<file path="config.mk">
export PLATFORM = sky130hd
export DESIGN_NAME = rtc_access_scheduler
export DESIGN_NICKNAME = d
export VERILOG_FILES = /design/src/rtl/rtc_pkg.sv /design/src/rtl/rtc_periodic_tick.sv /design/src/rtl/rtc_access_scheduler.sv
export SDC_FILE = /design/constraint.sdc
export NUM_CORES = 1
export LEC_CHECK = 0
export BUFFER_PORTS_ARGS = -buffer_cell sky130_fd_sc_hd__clkbuf_2
export CORE_MARGIN = 4
export CORE_UTILIZATION = 60
export DETAILED_ROUTE_END_ITERATION = 10
export PLACE_DENSITY = 0.8
export SETUP_SLACK_MARGIN = 0.5
export SLEW_MARGIN = 5
export SYNTH_ARGS = -nofsm -noshare
export SYNTH_HDL_FRONTEND = slang
export SYNTH_SLANG_ARGS = --single-unit
</file>
<file path="constraint.sdc">
create_clock -name clk -period 3.45 [get_ports clk]
set_clock_uncertainty 0.05 [all_clocks]
set_input_delay 0.345 -clock clk [delete_from_list [all_inputs] [get_ports clk]]
set_output_delay 0.345 -clock clk [all_outputs]
set_load 0.05 [all_outputs]
</file>
<file path="src/rtl/rtc_pkg.sv">
// Shared types for the RTC access scheduler: FSM states, grant kinds and sizing helpers.
package rtc_pkg;

  typedef enum logic [1:0] {
    ST_IDLE  = 2'd0,
    ST_ISSUE = 2'd1,
    ST_WAIT  = 2'd2,
    ST_GAP   = 2'd3
  } sched_state_t;

  // Grant code doubles as the bit index into the pending and command vectors.
  typedef enum logic [1:0] {
    GNT_INIT   = 2'd0,
    GNT_WRITE  = 2'd1,
    GNT_FORMAT = 2'd2,
    GNT_READ   = 2'd3
  } gnt_t;

  // Bits needed to hold the values 0..n-1 (minimum 1).
  function automatic int clog2(input int n);
    int r;
    r = 1;
    while ((1 << r) < n) r++;
    return r;
  endfunction

  function automatic logic [3:0] gnt_onehot(input gnt_t g);
    return 4'b0001 << g;
  endfunction

endpackage

</file>
<file path="src/rtl/rtc_periodic_tick.sv">
// Free-running 0..PERIOD-1 counter; tick is high for the single cycle the count sits at PERIOD-1.
module rtc_periodic_tick
  import rtc_pkg::*;
#(
  parameter int PERIOD = 1000000
) (
  input  logic clk,
  input  logic reset,
  output logic tick
);

  localparam int W = clog2(PERIOD);
  localparam logic [W-1:0] LAST = W'(PERIOD - 1);

  logic [W-1:0] count;

  always_ff @(posedge clk) begin
    if (reset) begin
      count <= '0;
    end else if (count == LAST) begin
      count <= '0;
    end else begin
      count <= count + W'(1);
    end
  end

  assign tick = (count == LAST);

endmodule

</file>
<file path="src/rtl/rtc_access_scheduler.sv">
// Chooses the next RTC sequencer transaction (init/write/format/read), holds its command level
// until completion or watchdog expiry, then forces an idle gap before the next grant.
module rtc_access_scheduler
  import rtc_pkg::*;
#(
  parameter int READ_PERIOD    = 1000000,
  parameter int TIMEOUT_CYCLES = 4096,
  parameter int GAP_CYCLES     = 2
) (
  input  logic clk,
  input  logic reset,
  input  logic req_init,
  input  logic req_write,
  input  logic req_format,
  input  logic read_en,
  input  logic clear_err,
  input  logic seq_done,
  output logic cmd_init,
  output logic cmd_write,
  output logic cmd_format,
  output logic cmd_read,
  output logic busy,
  output logic read_done,
  output logic timeout_err,
  output logic read_overrun
);

  localparam int WD_W  = clog2(TIMEOUT_CYCLES);
  localparam int GAP_W = clog2(GAP_CYCLES);
  // The ISSUE cycle counts toward the command lifetime, so WAIT expires one count early.
  localparam logic [WD_W-1:0]  WD_LAST  = WD_W'(TIMEOUT_CYCLES - 2);
  localparam logic [GAP_W-1:0] GAP_LAST = GAP_W'(GAP_CYCLES - 1);

  sched_state_t state, state_n;
  gnt_t         gnt, gnt_n;
  logic [3:0]   pend, pend_n, pend_clr;
  logic [3:0]   cmd, cmd_n;
  logic [WD_W-1:0]  wdog, wdog_n;
  logic [GAP_W-1:0] gcnt, gcnt_n;
  logic read_done_n, timeout_set, overrun_set;
  logic read_tick, read_req, read_keep;

  rtc_periodic_tick #(.PERIOD(READ_PERIOD)) u_tick (
    .clk   (clk),
    .reset (reset),
    .tick  (read_tick)
  );

  // A request landing in the cycle its bit is cleared for grant survives as a new request.
  assign read_req    = read_tick & read_en;
  assign read_keep   = pend[GNT_READ] & ~pend_clr[GNT_READ];
  assign overrun_set = read_req & read_keep;
  assign pend_n      = (pend & ~pend_clr) | {read_req, req_format, req_write, req_init};

  // Handshake: cmd_* is a registered level, one-hot, raised on entry to ISSUE and held through
  // WAIT; seq_done is a one-cycle pulse honoured only in WAIT, and cmd_* falls the cycle after it
  // (or after watchdog expiry). seq_done in any other state is ignored.
  always_comb begin
    state_n     = state;
    gnt_n       = gnt;
    cmd_n       = cmd;
    wdog_n      = wdog;
    gcnt_n      = gcnt;
    pend_clr    = '0;
    read_done_n = 1'b0;
    timeout_set = 1'b0;
    unique case (state)
      ST_IDLE: begin
        if (|pend) begin
          if (pend[GNT_INIT])        gnt_n = GNT_INIT;
          else if (pend[GNT_WRITE])  gnt_n = GNT_WRITE;
          else if (pend[GNT_FORMAT]) gnt_n = GNT_FORMAT;
          else                       gnt_n = GNT_READ;
          pend_clr = gnt_onehot(gnt_n);
          cmd_n    = gnt_onehot(gnt_n);
          state_n  = ST_ISSUE;
        end
      end
      ST_ISSUE: begin
        wdog_n  = '0;
        state_n = ST_WAIT;
      end
      ST_WAIT: begin
        wdog_n = wdog + WD_W'(1);
        if (seq_done) begin
          cmd_n       = '0;
          read_done_n = (gnt == GNT_READ);
          gcnt_n      = '0;
          state_n     = ST_GAP;
        end else if (wdog == WD_LAST) begin
          cmd_n       = '0;
          timeout_set = 1'b1;
          gcnt_n      = '0;
          state_n     = ST_GAP;
        end
      end
      ST_GAP: begin
        if (gcnt == GAP_LAST) state_n = ST_IDLE;
        else                  gcnt_n  = gcnt + GAP_W'(1);
      end
      default: state_n = ST_IDLE;
    endcase
  end

  always_ff @(posedge clk) begin
    if (reset) begin
      state        <= ST_IDLE;
      gnt          <= GNT_INIT;
      pend         <= '0;
      cmd          <= '0;
      wdog         <= '0;
      gcnt         <= '0;
      read_done    <= 1'b0;
      timeout_err  <= 1'b0;
      read_overrun <= 1'b0;
    end else begin
      state        <= state_n;
      gnt          <= gnt_n;
      pend         <= pend_n;
      cmd          <= cmd_n;
      wdog         <= wdog_n;
      gcnt         <= gcnt_n;
      read_done    <= read_done_n;
      timeout_err  <= timeout_set | (timeout_err & ~clear_err);
      read_overrun <= overrun_set | (read_overrun & ~clear_err);
    end
  end

  assign cmd_init   = cmd[GNT_INIT];
  assign cmd_write  = cmd[GNT_WRITE];
  assign cmd_format = cmd[GNT_FORMAT];
  assign cmd_read   = cmd[GNT_READ];
  assign busy       = (state != ST_IDLE);

endmodule

</file>
==> impl_metrics.toml, run 1 <==
[critical_path]
crit_arrival_ns = 2.33
timing.critical_path.from_type = "flop"
critical_path.reg2reg.endpoint = "u_tick.count[5]"
regToRegStartpoint = "u_tick.count[14]"
critical_path_peak_fanout = 20
crit_start = "u_tick.count[14]"
worstSetupEndpoint = "u_tick.count[5]"
cp.required_ns = 3.63
critPathKind = "reg2reg"
reg2reg_setup_slack_ns = 1.31
r2r.worst_path.cells = 4
critical_path.endpoint_type = "flop"

[finish]
antenna_cells = 0
final.fill_count = 271
post_route_cells_drive_above_1_share = 0.117
stdcell_area_mm2 = 0.00232
final_core_utilization = 0.685
multi_input_area_mm2 = 0.00110
layout.cells.most_common = "dfxtp_1"
nNetsFinal = 279
sequential_cell_area_um2 = 961
area_growth_from_synthesis_to_layout_pct = 7.78
mostFrequentLayoutCells = "dfxtp_1, nor2_1, xnor2_1"

[grt]
grt_usage = 0.187
global_route_wire_length_before_repair_um = 6580
globalRoute.totalOverflow = 0
antenna_found_initial = 0
pin_count_of_the_biggest_net_entering_global_routing = 21
grt_pass1_vias = 1504

[die]
io-pin-count = 16
design.core.area_mm2 = 0.00339
die_area_mm2 = 0.00461
placement_rows = 21
die_height_um = 67.9
dieWidth_um = 67.9
starting_density_of_the_core = 0.636

[synth]
synth_cells = 249
synth.lib_cells_used.distinct = 38
syn_avg_cell_area_um2 = 8.65
synth_ff_type = "dfxtp_1"
netlist_area_mm2 = 0.00215
synth.net_count = 263
synth.yosys.seq_area_share = 0.446
ys_seq_elements = 48
synth-adder-area-share = 0.0348
post_synth_mux_area_share = 0
synthSimpleGateAreaFrac = 0.260
area_fraction_in_compound_gates_after_synthesis = 0.122
ys.warnings.count = 0
xor_xnor_fraction_of_synth_area = 0.0935
synth-async-reset-ratio = 0
synth-edff-count = 0
synth_top_family_by_area = "simple AND/OR/NAND/NOR gates"

[drt]
drc = 0
wl_per_cell_um = 12.4
route.layer.met1.wl_um = 1820
drt-initial-drc-count = 140
met3_length_um = 194
detailroute.via_count = 1794
met2_wirelength_um = 1810
antenna_violating_nets_post_route = 0
detailedRoute.firstPassIterationCount = 5
route.top_layer_used = "met4"
viasPerCell = 5.75
wl_um = 3880

[sta]
grt_setup_unrepaired = "no"
final-hold-violation-count = 0
final_report_setup_violation_count = 0
final-max-slew-violation-count = 0
tightest_slew_ns = 0.686
final_period_minus_worst_setup_slack_ns = 2.14
max_freq_ghz = 0.466
setup-tns-final_ns = 0
final.hold.worst_slack_ns = 0.124
worst_slew_margin_relative_to_its_limit = 0.540
layout_worst_path_cycle_share = 0.621

[worst_hold_path]
holdCritPathClass = "in2reg"

[clock_tree]
cts_root_buffer = "clkbuf_4"
clk_pin_slew_ns = 0.14
h-tree-depth = 2
post-cts-setup-buffer-count = 0
cts_hold_buffers = 0
ctsResizeCount = 0
clkSinkCount = 48
numCtsBuffers = 5
clock_path_buffers = 2
tritoncts = "done"
worstSkewPairLatency_ns = 0.36

[pwr]
leakagePower_nw = 0.796
peakVddDrop_mv = 0.344
power-per-cell-area_mw_per_mm2 = 505
total_power_mw = 1.17

[place]
place.gp.congestion = 0.788
sum_of_net_half_perimeters_after_detailed_placement_um = 2820
dpl-instance-area_mm2 = 0.00226
input_output_buffers = 15

[status]
outcome = "complete, no violations"

[flow_run]
timing.max_cap.violations = 0
[cell usage after synthesis (all sizes together), types with 6 or more instances]
cell	count	area, um2
ha	6	75.1
nand3	15	75.1
nor2	37	139
nor4	8	50.1
inv	16	60.1
nand4	9	71.3
a21oi	16	80.1
nand2	13	48.8
o21ai	8	40.0
nor3	10	50.1
xnor2	19	166
dfxtp	48	961
[where the power goes]
part | internal [mW] | switching [mW] | total, mW | leakage, nW
clock | 0.101 | 0.177 | 0.279 | 0.0386
combinational | 0.0837 | 0.200 | 0.284 | 0.368
sequential | 0.586 | 0.0247 | 0.611 | 0.389
total | 0.771 | 0.402 | 1.17 | 0.796
[critical path, stage by stage, from the launching register on]
cell and delay, ns:
dfxtp_1 0.44, or4bb_2 0.62, nor3_1 0.23, a21o_1 0.56
nor2_1 0.11
[sequential cells by signal, summed over array words and instances, names as in the netlist]
register,cells
gnt,2
read_overrun,1
pend,4
gcnt,1
u_tick.count,20
cmd,4
read_done,1
timeout_err,1
wdog,12
state,2
[worst min path at each step]
stage | slack (ns) | from | to | cells past startpoint
final | 0.12 | req_write | pend[1] | 3
after global routing | 0.1 | req_write | pend[1] | 3
after CTS | 0.11 | req_write | pend[1] | 3
after detailed placement | 0.41 | gnt[1] | read_done | 2
after global placement | 0.39 | gnt[1] | read_done | 2
after floorplan | 0.37 | gnt[1] | read_done | 2
[logic make-up after synthesis]
logic type               Yosys count
flip-flops                        48
AO/OA/AOI/OAI                     41
adder cells (fa/ha/maj)            6
buffers and inverters             23
XOR/XNOR                          23
AND/OR/NAND/NOR                  108
[layout make-up]
class	count	area share
clock buffers	6	0.0221
clock inverters	2	0.00593
inverters	17	0.0275
multi-input cells	178	0.474
flip-flops and latches	48	0.414
well taps	46	0.0248
repair buffers	15	0.0323
[stage by stage]
step	setup WS [ns]	std cells
3_5_place_dp	1.36	304
3_3_place_gp	1.41	304
5_1_grt	1.04	312
6_report	1.31	312
4_1_cts	1.34	312
2_1_floorplan	1.59	249
[per-layer routing]
metal / vias to the layer above / track usage
li1: 912 / -
met1: 832 / 0.235
met2: 43 / 0.303
met3: 7 / 0.0575
met4: 0 / 0.0596
met5: - / 0
Note: power is estimated with default switching activity, not from simulation.
==> inputs of run 2 (changes only) <==
--- a/config.mk
+++ b/config.mk
@@ -5,11 +5,12 @@
 export SDC_FILE = /design/constraint.sdc
 export NUM_CORES = 1
 export LEC_CHECK = 0
+export ABC_AREA = 1
 export BUFFER_PORTS_ARGS = -buffer_cell sky130_fd_sc_hd__clkbuf_2
 export CORE_MARGIN = 4
-export CORE_UTILIZATION = 60
+export CORE_UTILIZATION = 53
 export DETAILED_ROUTE_END_ITERATION = 10
-export PLACE_DENSITY = 0.8
+export PLACE_DENSITY = 0.74
 export SETUP_SLACK_MARGIN = 0.5
 export SLEW_MARGIN = 5
 export SYNTH_ARGS = -nofsm -noshare
==> constraint.sdc (replaced) <==
create_clock -name clk -period 1.9 [get_ports clk]
set_clock_uncertainty 0.05 [all_clocks]
set_input_delay 0.19 -clock clk [delete_from_list [all_inputs] [get_ports clk]]
set_output_delay 0.19 -clock clk [all_outputs]
set_load 0.05 [all_outputs]
==> impl_metrics.toml, run 2 <==
[synth]
synth_cells = 338
synth_top_area_frac = 0.413
synth.net_count = 352
synth.top_cells.by_count = "nand2_1, dfxtp_1, nor2_1"
synth-edff-count = 0
ys.warnings.count = 0
yosys.cell_count.top_type = "nand2_1"
synth_top_cells_by_area = "dfxtp_1, nand2_1, nor2_1"
syn_avg_cell_area_um2 = 6.88
netlist_area_mm2 = 0.00233
synth.yosys.seq_area_share = 0.413
post-synth-top-area-cell = "dfxtp_1"
synth-async-reset-ratio = 0
ys_seq_elements = 48
synth.lib_cells_used.distinct = 28
synth_ff_type = "dfxtp_1"

[finish]
multi_input_area_mm2 = 0.00150
reg_top3 = "u_tick.count (20), wdog (12)"
sequential_cell_area_um2 = 980
post_route_cells_drive_above_1_share = 0.398
stdcell_area_mm2 = 0.00322
area_growth_from_synthesis_to_layout_pct = 38.4
largest_reg_flops = 20
registers.top_by_ff_count = "u_tick.count"
nNetsFinal = 400
layout.cells.most_common = "nand2_1"
antenna_cells = 0
final.fill_count = 276
mostFrequentLayoutCells = "nand2_1, inv_1, dfxtp_1"

[die]
dieWidth_um = 74.2
design.core.area_mm2 = 0.00412
die_height_um = 74.2
die_area_mm2 = 0.00551
io-pin-count = 16
placement_rows = 23
starting_density_of_the_core = 0.565

[pwr]
power-per-cell-area_mw_per_mm2 = 967
leakagePower_nw = 1.20
peakVddDrop_mv = 1.22

[sta]
final_period_minus_worst_setup_slack_ns = 1.60
final.hold.worst_slack_ns = 0.0428
max_freq_ghz = 0.625
final-max-slew-violation-count = 0
setup-tns-final_ns = 0
final_report_setup_violation_count = 0
grt_setup_unrepaired = "yes"
layout_worst_path_cycle_share = 0.843
worst_slew_margin_relative_to_its_limit = 0.661
tightest_slew_ns = 0.505
fin_ws_ns = 0.299
final-hold-violation-count = 0

[critical_path]
crit_chain = "inv_4, ha_4, nand4_1, buf_4, nor4_1, o21a_1"
cp_top_family = "simple AND/OR/NAND/NOR gates"
critical_path.endpoint_type = "flop"
timing.critical_path.from_type = "flop"
crit_arrival_ns = 1.79
critPathBufInv = 2
critical_path_peak_fanout = 6
worst_path_max_delay_cell = "dfxtp_2"
critPathKind = "reg2reg"
critical_path.max_stage_delay_ns = 0.37
cp.required_ns = 2.09

[clock_tree]
worstSkewPairLatency_ns = 0.30
cts_hold_buffers = 0
numCtsBuffers = 5
clk_pin_slew_ns = 0.09
tritoncts = "done"
h-tree-depth = 2
clkSinkCount = 48
cts_root_buffer = "clkbuf_8"
clock_path_buffers = 2

[grt]
grt_pass1_vias = 2121
antenna_found_initial = 0
pin_count_of_the_biggest_net_entering_global_routing = 19
grt_usage = 0.199
globalRoute.totalOverflow = 0
global_route_wire_length_before_repair_um = 8660

[place]
place.gp.congestion = 0.856
input_output_buffers = 15
dpl-instance-area_mm2 = 0.00245
sum_of_net_half_perimeters_after_detailed_placement_um = 3410
detailedPlace.worstSlack_ns = 0.196

[worst_hold_path]
holdCritPathClass = "in2reg"

[drt]
wl_per_cell_um = 14.9
detailroute.via_count = 2393
detailedRoute.firstPassIterationCount = 4
drc = 0
viasPerCell = 5.48
wl_um = 6500
drt-initial-drc-count = 132
antenna_violating_nets_post_route = 0

[status]
outcome = "complete, no violations"

[flow_run]
timing.max_cap.violations = 0
run 2: changes by cell type after synthesis, sizes merged, moves of 4 or more:
cell	before	now
nand2	13	74
or3	4	0
a21oi	16	36
inv	16	47
nand3	15	24
nor2	37	53
o21ai	8	14
xnor2	19	2
nand4	9	5
nor4	8	2
or4	4	0
run 2: through the flow:
stage | utilization | power [mW] | instances
2_1_floorplan | - | 1.77 | 338
3_3_place_gp | 0.594 | 1.86 | 398
3_5_place_dp | 0.594 | 1.88 | 398
4_1_cts | 0.668 | 2.71 | 419
5_1_grt | 0.782 | 3.28 | 437
6_report | 0.782 | 3.11 | 437
run 2: cell type report:
type,instances,share of cell area
sequential,48,0.304
clock inverter,2,0.00311
timing repair buffer,46,0.123
multi-input combinational,238,0.467
clock buffer,6,0.0257
tap,50,0.0194
inverter,47,0.0579
run 2: what timing repair did:
| item | 4_1_cts | 5_1_grt |
|---|---|---|
| pin swaps | 11 | 35 |
| setup buffers | 11 | 16 |
| cloned | 2 | 2 |
| endpoints found under the hold margin | 0 | 0 |
| endpoints found under the setup margin | 40 | 38 |
| resized for setup | 32 | 98 |
run 2: path summary, 6_finish.rpt:
check             start  endpoint  slack, ns  depth (start not counted)
max            state[0]  wdog[10]       0.30                          6
max reg2reg    state[0]  wdog[10]       0.30                          6
min          req_format   pend[2]       0.04                          3
min reg2reg      gnt[0]    gnt[0]       0.41                          2
run 2: cells by family after synthesis:
kind of cell,after synthesis,share of synthesized area
AND/OR/NAND/NOR,175,0.334
flip-flops,48,0.413
AO/OA/AOI/OAI,52,0.115
XOR/XNOR,4,0.0151
adder cells (fa/ha/maj),6,0.0323
buffers and inverters,53,0.0909
run 2: worst reg2reg max path, cell delays in order, from the launching register on:
cell	delay, ns
dfxtp_2	0.37
inv_4	0.05
ha_4	0.31
nand4_1	0.17
buf_4	0.20
nor4_1	0.25
o21a_1	0.16
run 2: report_power, final:
| group | internal [mW] | switching (mW) | total [mW] |
|---|---|---|---|
| Clock | 0.291 | 0.340 | 0.631 |
| Sequential | 1.09 | 0.0622 | 1.15 |
| Combinational | 0.563 | 0.769 | 1.33 |
run 2: metal layers:
| metal | global-route usage | part of all wire |
|---|---|---|
| met1 | 0.233 | 0.40 |
| met2 | 0.357 | 0.54 |
| met3 | 0.0351 | 0.034 |
| met4 | 0.0810 | 0.029 |
| met5 | 0 | 0 |
==> inputs of run 3 (changes only) <==
--- a/config.mk
+++ b/config.mk
@@ -8,9 +8,9 @@
 export ABC_AREA = 1
 export BUFFER_PORTS_ARGS = -buffer_cell sky130_fd_sc_hd__clkbuf_2
 export CORE_MARGIN = 4
-export CORE_UTILIZATION = 53
+export CORE_UTILIZATION = 59
 export DETAILED_ROUTE_END_ITERATION = 10
-export PLACE_DENSITY = 0.74
+export PLACE_DENSITY = 0.78
 export SETUP_SLACK_MARGIN = 0.5
 export SLEW_MARGIN = 5
 export SYNTH_ARGS = -nofsm -noshare
==> constraint.sdc (replaced) <==
create_clock -name clk -period 1.5 [get_ports clk]
set_clock_uncertainty 0.05 [all_clocks]
set_input_delay 0.15 -clock clk [delete_from_list [all_inputs] [get_ports clk]]
set_output_delay 0.15 -clock clk [all_outputs]
set_load 0.05 [all_outputs]
==> impl_metrics.toml, run 3 (synthesis gave the netlist of run 2 again) <==
[status]
outcome = "complete, but fails checks"
failed_checks = "negative setup slack"

[critical_path]
reg2reg_setup_slack_ns = -0.04
critPathKind = "reg2reg"
timing.critical_path.from_type = "flop"
crit_arrival_ns = 1.71
cp.required_ns = 1.67
critical_path.endpoint_type = "flop"
critical_path_peak_fanout = 6

[finish]
antenna_cells = 0
largest_reg_flops = 20
final.fill_count = 168
layout.cells.most_common = "nand2_1"
reg_top3 = "u_tick.count (20), wdog (12)"
registers.top_by_ff_count = "u_tick.count"
layoutNonFillerInstCount = 438
stdcell_area_mm2 = 0.00340
nNetsFinal = 403
post_route_cells_drive_above_1_share = 0.423
final_core_utilization = 0.908
area_growth_from_synthesis_to_layout_pct = 46.1
mostFrequentLayoutCells = "nand2_1, inv_1, nor2_1"

[pwr]
total_power_mw = 4.30
p_switching_mw = 1.62
seq_power_share = 0.344
internal_power_mw = 2.68
sw_frac_of_total = 0.377
clock_power_share = 0.225
leakagePower_nw = 1.24
peakVddDrop_mv = 0.736
power-per-cell-area_mw_per_mm2 = 1270
combinationalPowerShare = 0.431

[sta]
setup-tns-final_ns = -0.0391
worst_slew_margin_relative_to_its_limit = 0.792
grt_setup_unrepaired = "yes"
tightest_slew_ns = 0.312
final_report_setup_violation_count = 2
final.hold.worst_slack_ns = 0.0165
final_period_minus_worst_setup_slack_ns = 1.54
final-max-slew-violation-count = 0
final-hold-violation-count = 0
max_freq_ghz = 0.650
layout_worst_path_cycle_share = 1.03
fin_ws_ns = -0.0386

[drt]
detailroute.via_count = 2569
viasPerCell = 5.87
drc = 0
wl_um = 7650
wl_per_cell_um = 17.5
antenna_violating_nets_post_route = 0
drt-initial-drc-count = 193
detailedRoute.firstPassIterationCount = 6

[grt]
pin_count_of_the_biggest_net_entering_global_routing = 16
antenna_found_initial = 0
grt_usage = 0.234
grt_pass1_vias = 2220
globalRoute.totalOverflow = 0
global_route_wire_length_before_repair_um = 9530

[clock_tree]
clock_path_buffers = 2
cts_root_buffer = "clkbuf_8"
clk_pin_slew_ns = 0.10
clkSinkCount = 48
tritoncts = "done"
numCtsBuffers = 5
worstSkewPairLatency_ns = 0.32
cts_hold_buffers = 0
h-tree-depth = 2

[place]
dp.cells = 402
detailedPlace.worstSlack_ns = 0.0279
sum_of_net_half_perimeters_after_detailed_placement_um = 3590
dpl-instance-area_mm2 = 0.00264
input_output_buffers = 15
place.gp.congestion = 0.869

[flow_run]
timing.max_cap.violations = 0

[die]
io-pin-count = 16
design.core.area_mm2 = 0.00374
die_height_um = 70.8
dieWidth_um = 70.8
starting_density_of_the_core = 0.621
die_area_mm2 = 0.00501
placement_rows = 22

[worst_hold_path]
holdCritPathClass = "in2reg"
[run 3: cell count changes in the layout (fill, tap and decap cells not counted), moves of 5 or more]
cell | previous run | this run
buf_8 | 2 | 7
dfxtp_1 | 35 | 29
a21oi_2 | 10 | 16
a21oi_1 | 25 | 18
nand2_1 | 55 | 61
clkbuf_2 | 14 | 7
[run 3: path summary, 6_finish.rpt]
| kind | startpoint | to | depth (start not counted) |
|---|---|---|---|
| worst max-delay path | state[1] | wdog[10] | 8 |
| worst min-delay path | req_init | pend[0] | 3 |
| worst max register to register | state[1] | wdog[10] | 8 |
| worst min register to register | u_tick.count[19] | u_tick.count[19] | 2 |
[run 3: power by group through the flow]
stage                     combinational (mW)  sequential [mW]  clock [mW]
final                                   1.85             1.48       0.969
after global routing                    1.93             1.49        1.01
after CTS                               1.45             1.45       0.950
after detailed placement                1.11             1.48           0
after global placement                  1.09             1.47           0
after floorplan                        0.847             1.55           0
[run 3: area by class of cell]
cell class                 instances  area [um2]  share of cell area
inverter                          47         183              0.0538
timing repair buffer              49         513               0.151
sequential                        48         992               0.292
tap                               48        60.1              0.0177
multi-input combinational        238        1540               0.453
clock buffer                       5        68.8              0.0203
clock inverter                     3        42.5              0.0125
[run 3: layer usage]
metal  track usage  share of wire
met5             0              0
met4        0.0939          0.038
met3        0.0540          0.063
met2         0.419           0.53
met1         0.267           0.37
[run 3: critical path: stages, from the launching register on]
cell     delay, ns
dfxtp_2       0.37
inv_2         0.05
ha_4          0.30
nand4_1       0.14
nor2_1        0.18
nand2_1       0.07
nand2_1       0.09
o21ai_1       0.07
o21a_1        0.10
[run 3: what timing repair did]
action | 4_1_cts | 5_1_grt
resized for setup | 46 | 75
setup endpoints to repair | 55 | 56
gates cloned | 2 | 1
buffers inserted | 14 | 11
pin swaps | 11 | 18
